## config.mk

```make
export PLATFORM = sky130hd
export DESIGN_NAME = prio_encoder8to3
export DESIGN_NICKNAME = d
export VERILOG_FILES = /design/src/rtl/prio_enc_pkg.sv /design/src/rtl/prio_select8.sv /design/src/rtl/prio_encoder8to3.sv
export SDC_FILE = /design/constraint.sdc
export NUM_CORES = 1
export LEC_CHECK = 0
export CAP_MARGIN = 5
export CORE_ASPECT_RATIO = 0.8
export CORE_MARGIN = 5
export CORE_UTILIZATION = 48
export DETAILED_ROUTE_END_ITERATION = 7
export PLACE_DENSITY_LB_ADDON = 0.3
export RECOVER_POWER = 100
export SKIP_LAST_GASP = 1
export SLEW_MARGIN = 20
export SYNTH_ARGS = -nofsm -noshare
export SYNTH_HDL_FRONTEND = slang
export SYNTH_HIERARCHICAL = 1
export SYNTH_SLANG_ARGS = --single-unit
```

## constraint.sdc

```tcl
create_clock -name clk -period 4.8 [get_ports clk]
set_input_delay 1.2 -clock clk [delete_from_list [all_inputs] [get_ports clk]]
set_output_delay 1.2 -clock clk [all_outputs]
set_load 0.03 [all_outputs]
```

## src/rtl/prio_enc_pkg.sv

```systemverilog
`default_nettype none
// ============================================================================
// Module      : prio_enc_pkg
// Description : Shared constants, types and helpers for the 8-to-3 priority
//               encoder (request vector and index types, bit reversal).
// Ports       : none (package)
// Revision    : 1.0 - initial release
// ============================================================================
package prio_enc_pkg;

  localparam int NUM_REQ = 8;
  localparam int IDX_W   = 3;

  typedef logic [NUM_REQ-1:0] req_vec_t;
  typedef logic [IDX_W-1:0]   idx_t;

  // Mirror a request vector (bit 0 <-> bit 7). Lets the upward-searching
  // selector implement "highest index wins" with a constant base of 0.
  function automatic req_vec_t reverse_bits(input req_vec_t v);
    req_vec_t r;
    r = '0;
    for (int i = 0; i < NUM_REQ; i++) begin
      r[i] = v[NUM_REQ-1-i];
    end
    return r;
  endfunction

endpackage
`default_nettype wire

```

## src/rtl/prio_select8.sv

```systemverilog
`default_nettype none
// ============================================================================
// Module      : prio_select8
// Description : Purely combinational circular selector. Searches the request
//               vector upward starting at index base, wrapping 7->0, and
//               reports the first set bit.
// Ports       : p    - request vector to search
//               base - index searched first (highest priority)
//               idx  - index of the first set bit found (0 when none)
//               any  - at least one bit of p is set
// Revision    : 1.0 - initial release
// ============================================================================
import prio_enc_pkg::*;

module prio_select8 (
  input  req_vec_t p,
  input  idx_t     base,
  output idx_t     idx,
  output logic     any
);

  idx_t pos;

  // Walk from the farthest offset back toward base so the closest hit
  // (smallest offset from base) is the last assignment and wins.
  always_comb begin
    idx = '0;
    any = 1'b0;
    pos = '0;
    for (int i = NUM_REQ - 1; i >= 0; i--) begin
      pos = idx_t'(base + idx_t'(i));
      if (p[pos]) begin
        idx = pos;
        any = 1'b1;
      end
    end
  end

endmodule
`default_nettype wire

```

## src/rtl/prio_encoder8to3.sv

```systemverilog
`default_nettype none
// ============================================================================
// Module      : prio_encoder8to3
// Description : Registered 8-to-3 priority encoder with a pending-request set
//               and a valid/ready output handshake. Default grant policy is
//               fixed priority (bit 7 highest). Defining PRIO_ENC_RR_EN
//               switches to round-robin priority after the last grant.
// Ports       : clk     - rising-edge clock
//               rst_n   - asynchronous active-low reset
//               en      - capture enable for in
//               in      - request lines
//               ready   - consumer accepts out this cycle
//               out     - registered granted index
//               valid   - out holds a granted index
//               pending - captured, not-yet-accepted requests
// Macro       : PRIO_ENC_RR_EN - enable round-robin grant policy
// Revision    : 1.0 - initial release
// ============================================================================
import prio_enc_pkg::*;

module prio_encoder8to3 (
  input  logic       clk,
  input  logic       rst_n,
  input  logic       en,
  input  logic [7:0] in,
  input  logic       ready,
  output logic [2:0] out,
  output logic       valid,
  output logic [7:0] pending
);

  logic     transfer;
  req_vec_t clr;
  req_vec_t elig;
  req_vec_t sel_p;
  idx_t     sel_base;
  idx_t     sel_idx;
  idx_t     next_idx;
  logic     sel_any;

  assign transfer = valid & ready;
  assign clr      = transfer ? (req_vec_t'(1) << out) : '0;
  // Next grant is chosen from the current pending set only; freshly sampled
  // requests become eligible one cycle later.
  assign elig     = pending & ~clr;

`ifdef PRIO_ENC_RR_EN
  idx_t last;

  assign sel_p    = elig;
  assign sel_base = idx_t'(last + 3'd1);
  assign next_idx = sel_idx;

  always_ff @(posedge clk or negedge rst_n) begin
    if (!rst_n) begin
      last <= 3'd7;
    end else if (transfer) begin
      last <= out;
    end
  end
`else
  // Mirrored vector searched from 0 means original bit 7 is tried first;
  // the found index is mirrored back (7 - i == ~i for 3 bits).
  assign sel_p    = reverse_bits(elig);
  assign sel_base = '0;
  assign next_idx = ~sel_idx;
`endif

  prio_select8 u_select (
    .p    (sel_p),
    .base (sel_base),
    .idx  (sel_idx),
    .any  (sel_any)
  );

  always_ff @(posedge clk or negedge rst_n) begin
    if (!rst_n) begin
      pending <= '0;
      out     <= '0;
      valid   <= 1'b0;
    end else begin
      // A re-assertion on the clearing edge keeps the bit pending.
      pending <= elig | (en ? in : 8'h00);
      if (!valid || transfer) begin
        valid <= sel_any;
        out   <= sel_any ? next_idx : 3'd0;
      end
    end
  end

endmodule
`default_nettype wire

```

After elaboration in Yosys (flattened, before gate mapping)
Index checks and enable logic that the tools add are counted.
Storage, ports and cells
  register bits after elaboration: 12
  bits of input ports: 12
  logic and storage cells: 30
  output and inout port bits: 12
Cells by class
  mux-type cells: 19
  reduce and logical (&&, ||, !) cells: 2
  bitwise operators: 5
  shift-type cells: 1
Operators by type and width (number)
  two-way mux 3 bit: 9
  two-way mux 8 bit: 2
  AND 8 bit: 1
  two-way mux 1 bit: 8
  inverter 8 bit: 1
  OR 8 bit: 1
  << shifter 1 x 3 -> 8 bit, first input constant: 1
  inverter 3 bit: 1
  AND 1 bit: 1
  logical NOT 1 bit: 1
  logical OR 1 bit: 1

Longest topological paths before layout
  word-level depth: 14
  depth in mapped cells: 13
  depth with buffers taken out: 10

Hierarchy
Netlist, hierarchy kept.
Modules (own cells, without submodules)
  prio_select8: cells each 90, area each 782.0 um2, times used 1, seq. area each 0.0 um2
  prio_encoder8to3: cells each 47, area each 523.0 um2, times used 1, seq. area each 300.3 um2

Worst setup path before layout
No wires, ideal clock.
  path type: in2reg
  start point: input port ready
  end point: register out[0]
  setup time: 0.065 ns
  required time: 4.735 ns
  slack: 1.440 ns
  data arrival time: 3.295 ns
  buffers on the path: 0
  stages on the path: 10
  path through: nand3_1 -> o31a_1 -> mux4_2 -> mux2_4 -> o21ai_2 -> a31oi_1 -> o21bai_1 -> mux2_1 -> nand3b_1 -> nand2_1
Between the ends
  elaborated cells on any way between the ends: 23
  classes of those cells: mux (18); bitwise (4); reduce/logical (1)
RTL lines
  start, declared: line prio_encoder8to3.sv:26  | input logic ready,
  AND 1 bit: line prio_encoder8to3.sv:41  | assign transfer = valid & ready;
  two-way mux 8 bit: line prio_encoder8to3.sv:42  | assign clr = transfer ? (req_vec_t'(1) << out) : '0;
  inverter 8 bit: line prio_encoder8to3.sv:45  | assign elig = pending & ~clr;
  AND 8 bit: line prio_encoder8to3.sv:45
  net elig[2]: line prio_encoder8to3.sv:34  | req_vec_t elig;
  two-way mux 3 bit (6 in a row): line prio_select8.sv:32  | if (p[pos]) begin
  net sel_idx[0]: line prio_encoder8to3.sv:37  | idx_t sel_idx;
  inverter 3 bit: line prio_encoder8to3.sv:66  | assign next_idx = ~sel_idx;
  two-way mux 3 bit: line prio_encoder8to3.sv:86  | out <= sel_any ? next_idx : 3'd0;
  end signal, assigned: line prio_encoder8to3.sv:86
  end, declared: line prio_encoder8to3.sv:27  | output logic [2:0] out,
The timed path passes the listed nets, and every way through them passes these cells.
A chain may end at the register's enable or synchronous reset.

Final worst setup path
  start point: input port ready
  end point: register out[2]
Between the ends
  word-level cells in the longest chain between the ends: 14
  elaborated cells on any way between the ends: 23
  classes of those cells: mux (18); bitwise (4); reduce/logical (1)
Ends and longest elaborated chain (line)
  AND 1 bit: prio_encoder8to3.sv:41
  two-way mux 8 bit: prio_encoder8to3.sv:42
  inverter 8 bit: prio_encoder8to3.sv:45
  AND 8 bit: prio_encoder8to3.sv:45
  net elig[0]: prio_encoder8to3.sv:34
  two-way mux 3 bit (8 in a row): prio_select8.sv:32
  net sel_idx[2]: prio_encoder8to3.sv:37
  inverter 3 bit: prio_encoder8to3.sv:66
  two-way mux 3 bit: prio_encoder8to3.sv:86
The timed path passes the listed nets, and every way through them passes these cells.

==> impl_metrics.toml <==
[route]
wl_per_cell_um = 17.3
postRouteAntennaNets = 0
avgViaCountPerCell = 6.13
wl_um = 3500
via_count = 1238
firstDrtPassIters = 4
drt_iter0_markers = 111
drc = 0

[hold_path]
whs_path_depth = 2
hold-path-endpoint = "out[1]"
min_path_type = "flop to flop"
holdCritStartpoint = "out[1]"

[logic_synthesis]
netlist_top_cells_area = "dfrtp_1 23%, mux4_1 10%, mux4_2 8.6%"
synth_common_cells = "16 x nand2_1, 12 x dfrtp_1, 8 x a21o_1"
synth_flop_cell = "dfrtp_1"
syn_inst = 137
syn_area_per_cell_um2 = 9.53
ys_warn_count = 6
ys_seq_elements = 12
synth_cell_types = 48
synth_edf_count = 0
async_flop_share_pct = 100
netlist_area_um2 = 1310
synth_most_common_cell = "nand2_1"
synth_area_leader_cell = "dfrtp_1"
seq_area_frac_synth_pct = 23.0
synth_top_area_share_pct = 23.0

[setup_path]
cp_max_fo = 7
timing.rr.end = "out[2]"
end_kind = "flop"
start_kind = "primary input"
crit_type = "primary input to flop"
arrival_ns = 4.26
cp.required_ns = 5.02
reg2reg_depth = 10
r2r_start = "out[1]"
reg2reg_slack_ns = 1.76

[clock_network]
clk_latency_ns = 0.28
cts_tree = "yes"
clockRootBuffer = "clkbuf_4"
post_cts_resized = 0
cts.clk_slew.worst_paths_ns = 0.08
cts_max_path_buffers = 2
post_cts_buffers = 0
cts_hold_buf = 0
htree_num_levels = 1
cts_inserted_buffers = 3
clock-sinks = 12

[timing]
tightest_slew_ns = 0.577
whs_ns = 0.581
relSlewSlack_pct = 61.4
finalCritPeriodShare_pct = 84.3
clock.fmax_ghz = 0.247
finalSetupTns_ns = 0
fin_crit_ns = 4.05
finalWorstSetupSlack_ns = 0.755
maxSlewViolCount = 0
finalHoldViolCount = 0
setup_viol = 0
fin_skew_ns = 0.00248
rsz0062_at_grt = "false"

[run]
maxCapViolations = 0

[final_layout]
drive_above_1_share_pct = 7.83
nNetsFinal = 181
n_fill_cell = 218
syn2layout_area_growth_pct = 22.4
fin_area_um2 = 1600
regArea_um2 = 300
multi_input_area_um2 = 967
diodes = 0

[power_and_ir_drop]
p_sw_share_pct = 46.4
peakVddDrop_v = 0.000283
power.leakage_nw = 0.620
combPwrFrac_pct = 65.5
p_switching_uw = 312
seqPwrFrac_pct = 22.2
power_density_nw_per_um2 = 421
power.internal_uw = 361
power.total_uw = 673
clkPwrFrac_pct = 12.3

[global_routing]
globalRouteOverflowTotal = 0
antenna_found_initial = 0
grt_pass1_wl_um = 5550
grt_max_degree = 20
grt_usage_pct = 18.9
first_global_vias = 1184

[floorplan]
start_util_pct = 51.7
die_y_um = 56.6
rows = 16
coreArea_um2 = 2520
dieArea_um2 = 3870
die_x_um = 68.3
ioPinCount = 24

[placed_design]
portBuffers = 23
dpl-instance-area_um2 = 1570
pre_cts_slack_ns = 0.683
globalplace.congestion = 0.885
hpwl_um = 2720

[outcome]
status = "finished, final reports clean"
==> worst max-delay path: stages <==
cell,delay (ns)
dlygate4sd3_1,0.59
nand3b_1,0.18
o31a_1,0.36
mux4_1,0.60
and2_0,0.21
nor3_1,0.26
a211oi_1,0.09
nor4b_1,0.36
o22ai_1,0.16
nand3b_1,0.18
nand2_1,0.08
==> cell families (layout without fill, tap and decap cells) <==
group,Yosys count,in the layout,share of synthesized area [%]
compound gates,44,44,24.0
simple gates,43,43,16.7
mux,20,20,27.2
flops,12,12,23.0
buf+inv,12,32,4.89
xor+xnor,3,3,2.01
fa+ha+maj,2,2,1.92
other cells,1,10,0.287
==> cells in the final DEF (no fill, tap or decap), types with 3 or more instances in the layout <==
cell type / instances
mux4_2: 5
mux2i_1: 4
dlygate4sd3_1: 14
nor2_1: 6
a21o_1: 8
nand2b_1: 5
a31oi_1: 3
inv_1: 5
nand3b_1: 4
a21oi_1: 7
clkbuf_4: 3
o21a_1: 7
mux4_1: 5
o21ai_0: 3
dfrtp_1: 12
nand2_1: 16
clkdlybuf4s50_1: 9
nor2b_1: 3
mux2_2: 4
conb_1: 10
==> cell type report <==
cell class | instances | area share [%]
Sequential cell | 12 | 18.8
Tap cell | 36 | 2.82
Timing Repair Buffer | 23 | 14.4
Clock buffer | 4 | 2.27
Inverter | 5 | 1.17
Multi-Input combinational cell | 122 | 60.5
==> through the flow <==
stage                     utilization (%)  cells
after detailed placement             62.2    198
after global routing                 63.3    202
final                                63.3    202
after floorplan                         -    146
after CTS                            63.6    202
after global placement               62.2    198
==> sequential cells by signal, summed over array words and instances, names as in the netlist <==
signal	cells
pending	8
valid	1
out	3
==> per-layer routing <==
metal	up-vias	GRT usage, %	wire, um
li1	579	-	-
met1	601	25.8	1530
met2	52	29.3	1670
met3	6	4.99	266
met4	0	4.82	37
met5	-	0	0
==> power groups by stage <==
stage	clock network, mW	registers, mW	logic [mW]
detailed placement	0	0.152	0.441
finish	0.0830	0.149	0.441
global placement	0	0.151	0.437
CTS	0.0839	0.150	0.444
global route	0.0867	0.152	0.472
floorplan	0	0.199	0.269
==> worst max-delay path by stage <==
stage,startpoint,to,slack [ns]
6_report,ready,out[2],0.75
5_1_grt,ready,out[0],0.59
4_1_cts,ready,out[0],0.97
3_5_place_dp,ready,out[0],0.68
3_3_place_gp,ready,out[0],0.69
2_1_floorplan,ready,out[0],1.44
Power figures use the tool's default switching activity.
